### config.mk
export PLATFORM = sky130hd
export DESIGN_NAME = xbar_oneout_rr_arbiter_flat
export DESIGN_NICKNAME = d
export VERILOG_FILES = /design/src/rtl/xbar_oneout_rr_arbiter_pkg.sv /design/src/rtl/xbar_oneout_rr_arbiter_if.sv /design/src/rtl/xbar_oneout_rr_arbiter_rr_priority_picker.sv /design/src/rtl/xbar_oneout_rr_arbiter.sv /design/src/flat_wrapper.sv
export SDC_FILE = /design/constraint.sdc
export NUM_CORES = 1
export LEC_CHECK = 0
export BUFFER_PORTS_ARGS = -buffer_cell sky130_fd_sc_hd__buf_2
export CAP_MARGIN = 20
export CORE_MARGIN = 3
export CORE_UTILIZATION = 37
export DETAILED_ROUTE_END_ITERATION = 8
export PLACE_DENSITY = 0.79
export SYNTH_ARGS = -nofsm -noshare
export SYNTH_HDL_FRONTEND = slang
export SYNTH_SLANG_ARGS = --single-unit
### constraint.sdc
create_clock -name clk -period 1.45 [get_ports clk]
set_input_delay 0.0725 -clock clk [delete_from_list [all_inputs] [get_ports clk]]
set_output_delay 0.0725 -clock clk [all_outputs]
set_load 0.03 [all_outputs]
### src/rtl/xbar_oneout_rr_arbiter_pkg.sv
// Shared types and helpers for the single-output crossbar round-robin arbiter.
package xbar_arb_pkg;

  typedef enum logic [1:0] {
    IDLE   = 2'd0,
    CONFIG = 2'd1,
    GRANT  = 2'd2
  } arb_state_e;

  // Widest control word the helper can build.
  localparam int unsigned CTRL_W_MAX = 256;

  // Places the input index in the top clog2(n_inputs) bits of a ctrl_w-bit word.
  function automatic logic [CTRL_W_MAX-1:0] build_control(input int unsigned idx,
                                                          input int unsigned ctrl_w,
                                                          input int unsigned n_inputs);
    int unsigned idx_w;
    idx_w = $clog2(n_inputs);
    return CTRL_W_MAX'(idx) << (ctrl_w - idx_w);
  endfunction

endpackage

### src/rtl/xbar_oneout_rr_arbiter_if.sv
// Request/transfer/control bundle between the arbiter and its crossbar output.
interface xbar_oneout_rr_arbiter_if #(
  parameter int unsigned N_INPUTS          = 2,
  parameter int unsigned CONTROL_BIT_WIDTH = 32
);
  localparam int unsigned IDX_W = $clog2(N_INPUTS);

  logic [N_INPUTS-1:0]          req;
  logic                         xfer;
  logic                         sink_rdy;
  logic                         xbar_send_rdy;
  logic [CONTROL_BIT_WIDTH-1:0] control;
  logic                         control_val;
  logic                         control_rdy;
  logic [IDX_W-1:0]             grant_idx;
  logic                         grant_active;

  modport master (
    input  req, xfer, sink_rdy, control_rdy,
    output xbar_send_rdy, control, control_val, grant_idx, grant_active
  );

  modport slave (
    output req, xfer, sink_rdy, control_rdy,
    input  xbar_send_rdy, control, control_val, grant_idx, grant_active
  );

endinterface

### src/rtl/xbar_oneout_rr_arbiter_rr_priority_picker.sv
// Combinational round-robin picker: first set request at or after ptr, wrapping.
module rr_priority_picker #(
  parameter int unsigned N_INPUTS = 2
) (
  input  logic [N_INPUTS-1:0]         req,
  input  logic [$clog2(N_INPUTS)-1:0] ptr,
  output logic [$clog2(N_INPUTS)-1:0] idx,
  output logic                        valid
);
  localparam int unsigned IDX_W = $clog2(N_INPUTS);

  // Scan from ptr upward modulo N_INPUTS, keeping the first hit.
  always_comb begin
    int unsigned cand;
    cand  = 0;
    idx   = '0;
    valid = 1'b0;
    for (int unsigned i = 0; i < N_INPUTS; i++) begin
      cand = 32'(ptr) + i;
      if (cand >= N_INPUTS) cand = cand - N_INPUTS;
      if (!valid && req[IDX_W'(cand)]) begin
        valid = 1'b1;
        idx   = IDX_W'(cand);
      end
    end
  end

endmodule

### src/rtl/xbar_oneout_rr_arbiter.sv
// Round-robin scheduler for one crossbar output: arbitrates, programs the select,
// then holds the grant for up to MAX_BURST transfers.
// Optional macro XBAR_ARB_STALL_RELEASE_EN: forced release after STALL_LIMIT
// GRANT cycles without a transfer.
module xbar_oneout_rr_arbiter
  import xbar_arb_pkg::*;
#(
  parameter int unsigned N_INPUTS          = 2,
  parameter int unsigned CONTROL_BIT_WIDTH = 32,
  parameter int unsigned MAX_BURST         = 4,
  parameter int unsigned STALL_LIMIT       = 16
) (
  input  logic                      clk,
  input  logic                      reset,
  xbar_oneout_rr_arbiter_if.master  bus
);
  localparam int unsigned      IDX_W    = $clog2(N_INPUTS);
  localparam int unsigned      CNT_W    = $clog2(MAX_BURST + 1);
  localparam logic [IDX_W-1:0] LAST_IDX = IDX_W'(N_INPUTS - 1);

  if (N_INPUTS < 2) begin : g_bad_n_inputs
    $error("N_INPUTS must be at least 2");
  end
  if (MAX_BURST < 1) begin : g_bad_max_burst
    $error("MAX_BURST must be at least 1");
  end
  if (STALL_LIMIT < 1) begin : g_bad_stall_limit
    $error("STALL_LIMIT must be at least 1");
  end

  arb_state_e       state;
  arb_state_e       state_nxt;
  logic [IDX_W-1:0] ptr;
  logic [IDX_W-1:0] grant_q;
  logic [IDX_W-1:0] grant_inc;
  logic [IDX_W-1:0] pick_idx;
  logic             pick_valid;
  logic [CNT_W-1:0] burst_cnt;
  logic             burst_last;
  logic             stall_hit;
  logic             release_c;

  rr_priority_picker #(.N_INPUTS(N_INPUTS)) u_picker (
    .req   (bus.req),
    .ptr   (ptr),
    .idx   (pick_idx),
    .valid (pick_valid)
  );

  assign grant_inc  = (grant_q == LAST_IDX) ? '0 : grant_q + IDX_W'(1);
  assign burst_last = (burst_cnt == CNT_W'(MAX_BURST - 1));

`ifdef XBAR_ARB_STALL_RELEASE_EN
  localparam int unsigned STALL_W = $clog2(STALL_LIMIT + 1);
  logic [STALL_W-1:0] stall_cnt;

  assign stall_hit = !bus.xfer && (stall_cnt == STALL_W'(STALL_LIMIT - 1));

  // Stall counter: cleared on GRANT entry and on every transfer.
  always_ff @(posedge clk) begin
    if (reset) begin
      stall_cnt <= '0;
    end else if (state == CONFIG && bus.control_rdy) begin
      stall_cnt <= '0;
    end else if (state == GRANT) begin
      stall_cnt <= bus.xfer ? '0 : stall_cnt + STALL_W'(1);
    end
  end
`else
  assign stall_hit = 1'b0;
`endif

  // A final transfer always releases by burst; otherwise drop or stall releases.
  assign release_c = bus.xfer ? burst_last : (!bus.req[grant_q] || stall_hit);

  // State register.
  always_ff @(posedge clk) begin
    if (reset) state <= IDLE;
    else       state <= state_nxt;
  end

  // Next-state logic.
  always_comb begin
    state_nxt = state;
    case (state)
      IDLE:    if (pick_valid)      state_nxt = CONFIG;
      CONFIG:  if (bus.control_rdy) state_nxt = GRANT;
      GRANT:   if (release_c)       state_nxt = IDLE;
      default:                      state_nxt = IDLE;
    endcase
  end

  // Grant index, round-robin pointer and burst counter.
  always_ff @(posedge clk) begin
    if (reset) begin
      ptr       <= '0;
      grant_q   <= '0;
      burst_cnt <= '0;
    end else begin
      case (state)
        IDLE:   if (pick_valid) grant_q <= pick_idx;
        CONFIG: if (bus.control_rdy) burst_cnt <= '0;
        GRANT: begin
          if (bus.xfer && !burst_last) burst_cnt <= burst_cnt + CNT_W'(1);
          if (release_c)               ptr       <= grant_inc;
        end
        default: ;
      endcase
    end
  end

  // Outputs decoded from the registered state; send_rdy gated off outside GRANT.
  always_comb begin
    bus.control       = '0;
    bus.control_val   = 1'b0;
    bus.xbar_send_rdy = 1'b0;
    bus.grant_active  = 1'b0;
    bus.grant_idx     = grant_q;
    case (state)
      CONFIG: begin
        bus.control_val = 1'b1;
        bus.control     = CONTROL_BIT_WIDTH'(build_control(32'(grant_q), CONTROL_BIT_WIDTH, N_INPUTS));
      end
      GRANT: begin
        bus.xbar_send_rdy = bus.sink_rdy;
        bus.grant_active  = 1'b1;
      end
      default: ;
    endcase
  end

  // A transfer outside GRANT means the crossbar ignored the gated ready.
  a_xfer_only_in_grant: assert property (@(posedge clk) disable iff (reset)
    bus.xfer |-> (state == GRANT));

endmodule
### src/flat_wrapper.sv
// flat-port wrapper written by rule: the top's interface ports become plain ports
module xbar_oneout_rr_arbiter_flat import xbar_arb_pkg::*;
#(
  parameter int unsigned N_INPUTS          = 2,
  parameter int unsigned CONTROL_BIT_WIDTH = 32,
  parameter int unsigned MAX_BURST         = 4,
  parameter int unsigned STALL_LIMIT       = 16
)
  (clk, reset, bus_req, bus_xfer, bus_sink_rdy, bus_control_rdy, bus_xbar_send_rdy, bus_control, bus_control_val, bus_grant_idx, bus_grant_active);
  xbar_oneout_rr_arbiter_if #(.N_INPUTS(N_INPUTS), .CONTROL_BIT_WIDTH(CONTROL_BIT_WIDTH)) bus_i ();
  input  logic clk;
  input  logic reset;
  input wire logic [$bits(bus_i.req)-1:0] bus_req;
  input wire logic [$bits(bus_i.xfer)-1:0] bus_xfer;
  input wire logic [$bits(bus_i.sink_rdy)-1:0] bus_sink_rdy;
  input wire logic [$bits(bus_i.control_rdy)-1:0] bus_control_rdy;
  output wire logic [$bits(bus_i.xbar_send_rdy)-1:0] bus_xbar_send_rdy;
  output wire logic [$bits(bus_i.control)-1:0] bus_control;
  output wire logic [$bits(bus_i.control_val)-1:0] bus_control_val;
  output wire logic [$bits(bus_i.grant_idx)-1:0] bus_grant_idx;
  output wire logic [$bits(bus_i.grant_active)-1:0] bus_grant_active;
  assign bus_i.req = bus_req;
  assign bus_i.xfer = bus_xfer;
  assign bus_i.sink_rdy = bus_sink_rdy;
  assign bus_i.control_rdy = bus_control_rdy;
  assign bus_xbar_send_rdy = bus_i.xbar_send_rdy;
  assign bus_control = bus_i.control;
  assign bus_control_val = bus_i.control_val;
  assign bus_grant_idx = bus_i.grant_idx;
  assign bus_grant_active = bus_i.grant_active;
  xbar_oneout_rr_arbiter #(.N_INPUTS(N_INPUTS), .CONTROL_BIT_WIDTH(CONTROL_BIT_WIDTH), .MAX_BURST(MAX_BURST), .STALL_LIMIT(STALL_LIMIT)) u_core (.clk(clk), .reset(reset), .bus(bus_i));
endmodule
Word-level counts from Yosys, hierarchy flattened
Index checks and enable logic that the tools add are counted.
{"block": "op_classes", "reduce_logical": 11, "n_eq_ne": 7, "n_mux": 25, "order_cmp": 5, "addsub": 5}
{"operator": "$mux W32", "count": 1}
{"operator": "$mux W1", "count": 17}
{"operator": "$lt A1 B2 Y1 const B", "count": 3}
{"operator": "$mux W2", "count": 3}
{"operator": "$mux W3", "count": 2}
{"operator": "$ne A2 B1 Y1 const B", "count": 3}
{"operator": "$pmux W2 S3", "count": 1}
{"operator": "$pmux W3 S2", "count": 1}
{"operator": "$reduce_and A3 Y1", "count": 2}
{"operator": "$reduce_and A2 Y1", "count": 2}
{"operator": "$add A3 B1 Y3 const B", "count": 1}
{"operator": "$eq A3 B2 Y1 const B", "count": 1}
{"operator": "$logic_not A1 Y1", "count": 3}
{"operator": "$add A1 B1 Y2 const B", "count": 1}
{"operator": "$eq A2 B1 Y1 const B", "count": 1}
{"operator": "$eq A2 B2 Y1 const B", "count": 1}
{"operator": "$ge A1 B2 Y1 const B", "count": 1}
{"operator": "$ge A2 B2 Y1 const B", "count": 1}
{"operator": "$logic_and A1 B1 Y1", "count": 2}
{"operator": "$logic_not A2 Y1", "count": 1}
{"operator": "$ne A2 B2 Y1 const B", "count": 1}
{"operator": "$reduce_bool A2 Y1", "count": 1}
{"operator": "$sub A1 B1 Y1 const B", "count": 2}
{"operator": "$add A1 B1 Y1 const B", "count": 1}
{"block": "word_totals", "inputBits": 7, "regBits": 7}

Depth between registers and ports, before layout
{"block": "depth", "depth_word": 10, "ltp_mapped": 5}

Cells and area by module
Synthesis repeated with hierarchy kept, for this count alone.
{"block": "hier_totals", "hier_cells": 77, "area_unflattened_um2": 658.1}
{"mod": "xbar_oneout_rr_arbiter", "area_per_inst_um2": 640.6, "cells_each": 74, "instances": 1, "seq_area_each_um2": 140.1}
{"mod": "rr_priority_picker", "area_per_inst_um2": 17.5, "cells_each": 3, "instances": 1, "seq_area_each_um2": 0.0}

Least setup slack after synthesis
Ideal clock, no wire load.
{"block": "synth_timing", "path_type": "reg-to-reg", "startpoint": "register u_core.grant_q (netlist: u_core.bus.grant_idx)", "endpoint": "register u_core.ptr", "setup_time_ns": 0.123, "t_required_ns": 1.327, "synth_period_minus_slack_ns": 1.676, "arrival_time_ns": 1.552, "path_slack_ns": -0.226, "path_stages_with_launch": 4, "path_cell_list": "dfxtp_1 -> mux2_4 -> a2111oi_4 -> mux2_1"}
{"block": "synth_via", "elab_chain_len": 5}
{"item": "start, declared", "line_no": "xbar_oneout_rr_arbiter.sv:34", "text": "logic [IDX_W-1:0] grant_q;"}
{"item": "start signal, assigned", "line_no": "xbar_oneout_rr_arbiter.sv:101", "text": "IDLE: if (pick_valid) grant_q <= pick_idx;"}
{"item": "$mux W1 (not written as such) (2 in a row)", "line_no": "xbar_oneout_rr_arbiter.sv:74", "text": "assign release_c = bus.xfer ? burst_last : (!bus.req[grant_q] || stall_hit);"}
{"item": "$logic_not A1 Y1", "line_no": "xbar_oneout_rr_arbiter.sv:74"}
{"item": "$mux W1", "line_no": "xbar_oneout_rr_arbiter.sv:74"}
{"item": "$reduce_and A2 Y1 (no source line)"}
{"item": "end signal, assigned", "line_no": "xbar_oneout_rr_arbiter.sv:105", "text": "if (release_c) ptr <= grant_inc;"}
{"item": "end, declared", "line_no": "xbar_oneout_rr_arbiter.sv:33", "text": "logic [IDX_W-1:0] ptr;"}
Several ways; a longest one is shown, not always the timed one. The select of a mux whose other input is x is not followed.
A chain may end at the register's enable or synchronous reset.

Final worst setup path
{"block": "layout_timing", "startpoint": "register u_core.burst_cnt[1]", "endpoint": "register u_core.burst_cnt[2]"}
{"block": "layout_via", "elab_chain_len": 5}
{"item": "start, declared", "line_no": "xbar_oneout_rr_arbiter.sv:38", "text": "logic [CNT_W-1:0] burst_cnt;"}
{"item": "start signal, assigned", "line_no": "xbar_oneout_rr_arbiter.sv:104", "text": "if (bus.xfer && !burst_last) burst_cnt <= burst_cnt + CNT_W'(1);"}
{"item": "parallel branches: the longest is 5 deep, another holds $add A3 B1 Y3"}
Parallel ways; which one is timed is not known. The select of a mux whose other input is x is not followed.

==> key figures <==
Synth
  • YS warnings: 0
  • Main synth FF type: dfxtp_1
  • FF+latch count, synth: 7
  • Synth cell types: 25
  • EDFF count, synth: 0
  • Synth Instances: between 70 and 80
  • Async S/R FF share, synth: 0%
  • Mean post-synth cell area: about 8.6 um2
  • Synthesized cell area: about 650 um2
  • Register area share after synthesis: approximately 22%

Floorplan
  • Cell Rows: 14
  • Core footprint: between 1500 and 2000 um2
  • Die X: approximately 48 um
  • Top-Level Pins: 43
  • Die extent in y: between 40 and 50 um
  • Die area: 2300 um2
  • Initial Util: between 40% and 50%

Timing
  • Fmax: roughly 0.69 GHz
  • Hold WS: 0.0228 ns
  • RSZ-0062 raised after global routing: true
  • Final Hold Fails: 0
  • Final worst path period need: between 1 and 1.5 ns
  • Setup ws final: between 0.0001 and 0.00015 ns
  • Final setup viols: 0
  • Max-slew violations: 0
  • Setup TNS: 0 ns
  • Fin crit share: between 90% and 100%
  • Skew final: around 0.011 ns

Layout
  • Final Cell Area: 696 um2
  • ANT cells: 0
  • Area grow syn2layout: 6.92%
  • Share of layout cells above drive strength 1: 31.5%
  • Final Non-Filler Cells: between 100 and 150
  • Fillers: approximately 160
  • Final net count: about 100
  • Core Util, Final: between 40 and 50%

Global route
  • Global route total overflow: 0
  • Pin count of the biggest net entering global routing: 9
  • Vias in the first global route: 342
  • First-pass GRT wire length: ~1.4 mm
  • GRT Util Overall: under 10%
  • Initial antenna violation count: 0

Place
  • Cell Area, Placed: 654 um2
  • HPWL Detailed: 846 um
  • Placed Instances: between 100 and 150
  • Routability-driven placement congestion ratio: 0.715
  • I/O Buffers: 11
  • Pre-CTS setup slack: -0.0553 ns

Clock network
  • Max Buffers Root-to-Sink: 2
  • Clk Latency, worst-skew pair: 0.26 ns
  • CTS Buf Count: 3
  • Post-CTS Setup Bufs: 0
  • H-tree levels: 1
  • Clock transition at path regs: ~0.06 ns
  • CTS tree: done
  • CTS root buf: clkbuf_4
  • CTS sink cnt: 7

Routing
  • DRC Markers: 0
  • DRT iter0 DRCs: 4
  • Router iterations before antenna repair: 4
  • ANT nets after route: 0
  • Vias per std cell: 4.30
  • DR WL/cell: 9.72 um
  • Routed wire length: 1.05 mm
  • Vias: 464

Outcome
  • Status: completed

Pwr
  • PD cells: ~860 nW/um2
  • P_int: approximately 0.35 mW
  • Sequential Power Share: 35.9%
  • Design Power: about 0.60 mW
  • Maximum vdd drop: approximately 0.46 mV
  • Clock power frac: a little under a third
  • Lkg Pwr: ~0.32 nW
  • Combinational power share: approximately a third
  • Psw: 0.249 mW
  • Switch share: 41.6%

Setup path
  • Worst EP required: about 1.6 ns
  • Startpoint types: flop
  • CP Capture Type: flop
  • Arrival time worst endpoint: around 1.6 ns
  • Crit Path Class: flop to flop
  • Critical-path maximum fanout: 3

Hold path
  • Hold Crit Class: primary input to flop

Flow run
  • MaxCap Viol Count: 0
final cells by class:
class	instances	area, um2	area share, %
well taps	16	20.0	2.88
multi-input cells	64	412	59.2
inverters	3	11.3	1.62
repair buffers	14	77.6	11.2
flip-flops and latches	7	149	21.4
clock buffers	4	26.3	3.78
path summary, 6_finish.rpt:
kind	start	end	slack, ns	cells after the start
worst max-delay path	u_core.burst_cnt[1]	u_core.burst_cnt[2]	0.0001	5
worst min-delay path	bus_control_rdy	u_core.state[0]	0.02	2
worst min register to register	u_core.burst_cnt[2]	u_core.burst_cnt[2]	0.47	2
worst max register to register	u_core.burst_cnt[1]	u_core.burst_cnt[2]	0.0001	5
cells in the mapped netlist, drive strengths merged (2+ instances only):
cell type  number  share of area, %
a2111oi         2               5.6
a21oi           5               3.8
and2            2               1.9
buf            32                37
dfxtp           7                22
ha              2               3.8
inv             3               1.7
mux2            2               4.0
nand3           4               3.1
nor2            2               1.2
nor2b           4               3.8
repair_timing:
| action | CTS | global route |
|---|---|---|
| setup endpoints to repair | 2 | 4 |
| pin swaps | 2 | 0 |
| hold buffers | 0 | 0 |
| gates resized for setup | 3 | 2 |
| hold endpoints to repair | 0 | 0 |
layer usage:
layer	up-vias	part of all wire [%]	track usage (%)
met3	0	12	5.64
li1	225	-	-
met4	0	0	3.23
met5	-	0	0
met1	211	39	10.4
met2	28	50	14.2
cell usage in the layout (no fill, tap or decap), drive strengths merged, types with 2 or more instances in the layout:
| cell | instances |
|---|---|
| nand3 | 4 |
| nor2b | 4 |
| conb | 31 |
| ha | 2 |
| dfxtp | 7 |
| buf | 14 |
| nor2 | 2 |
| and2 | 2 |
| clkbuf | 4 |
| inv | 3 |
| a2111oi | 2 |
| a21oi | 5 |
| mux2 | 2 |
flip-flops by register name (all words and copies together), names as in the netlist:
name,cells
u_core.burst_cnt,3
u_core.state,2
u_core.bus.grant_idx,1
u_core.ptr,1
power by group through the flow:
stage	combinational, mW	sequential [mW]	clock [mW]
floorplan	0.233	0.216	0
finish	0.201	0.215	0.182
detailed placement	0.198	0.217	0
CTS	0.199	0.213	0.191
global placement	0.196	0.217	0
global route	0.217	0.216	0.200
logic make-up after synthesis:
logic type	Yosys count	synth area share [%]
AOI/OAI and AO/OA	9	12.1
adders and majority gates	2	3.85
buffers and inverters	35	39.2
DFF	7	21.5
muxes	2	4.04
other	1	0.576
and+or+nand+nor	20	18.7
critical path: stages, from the launching register on:
cell	delay (ns)
dfxtp_2	0.33
ha_4	0.16
ha_4	0.16
nand4bb_4	0.19
or4_1	0.41
a21oi_1	0.12
Power figures use the tool's default switching activity.
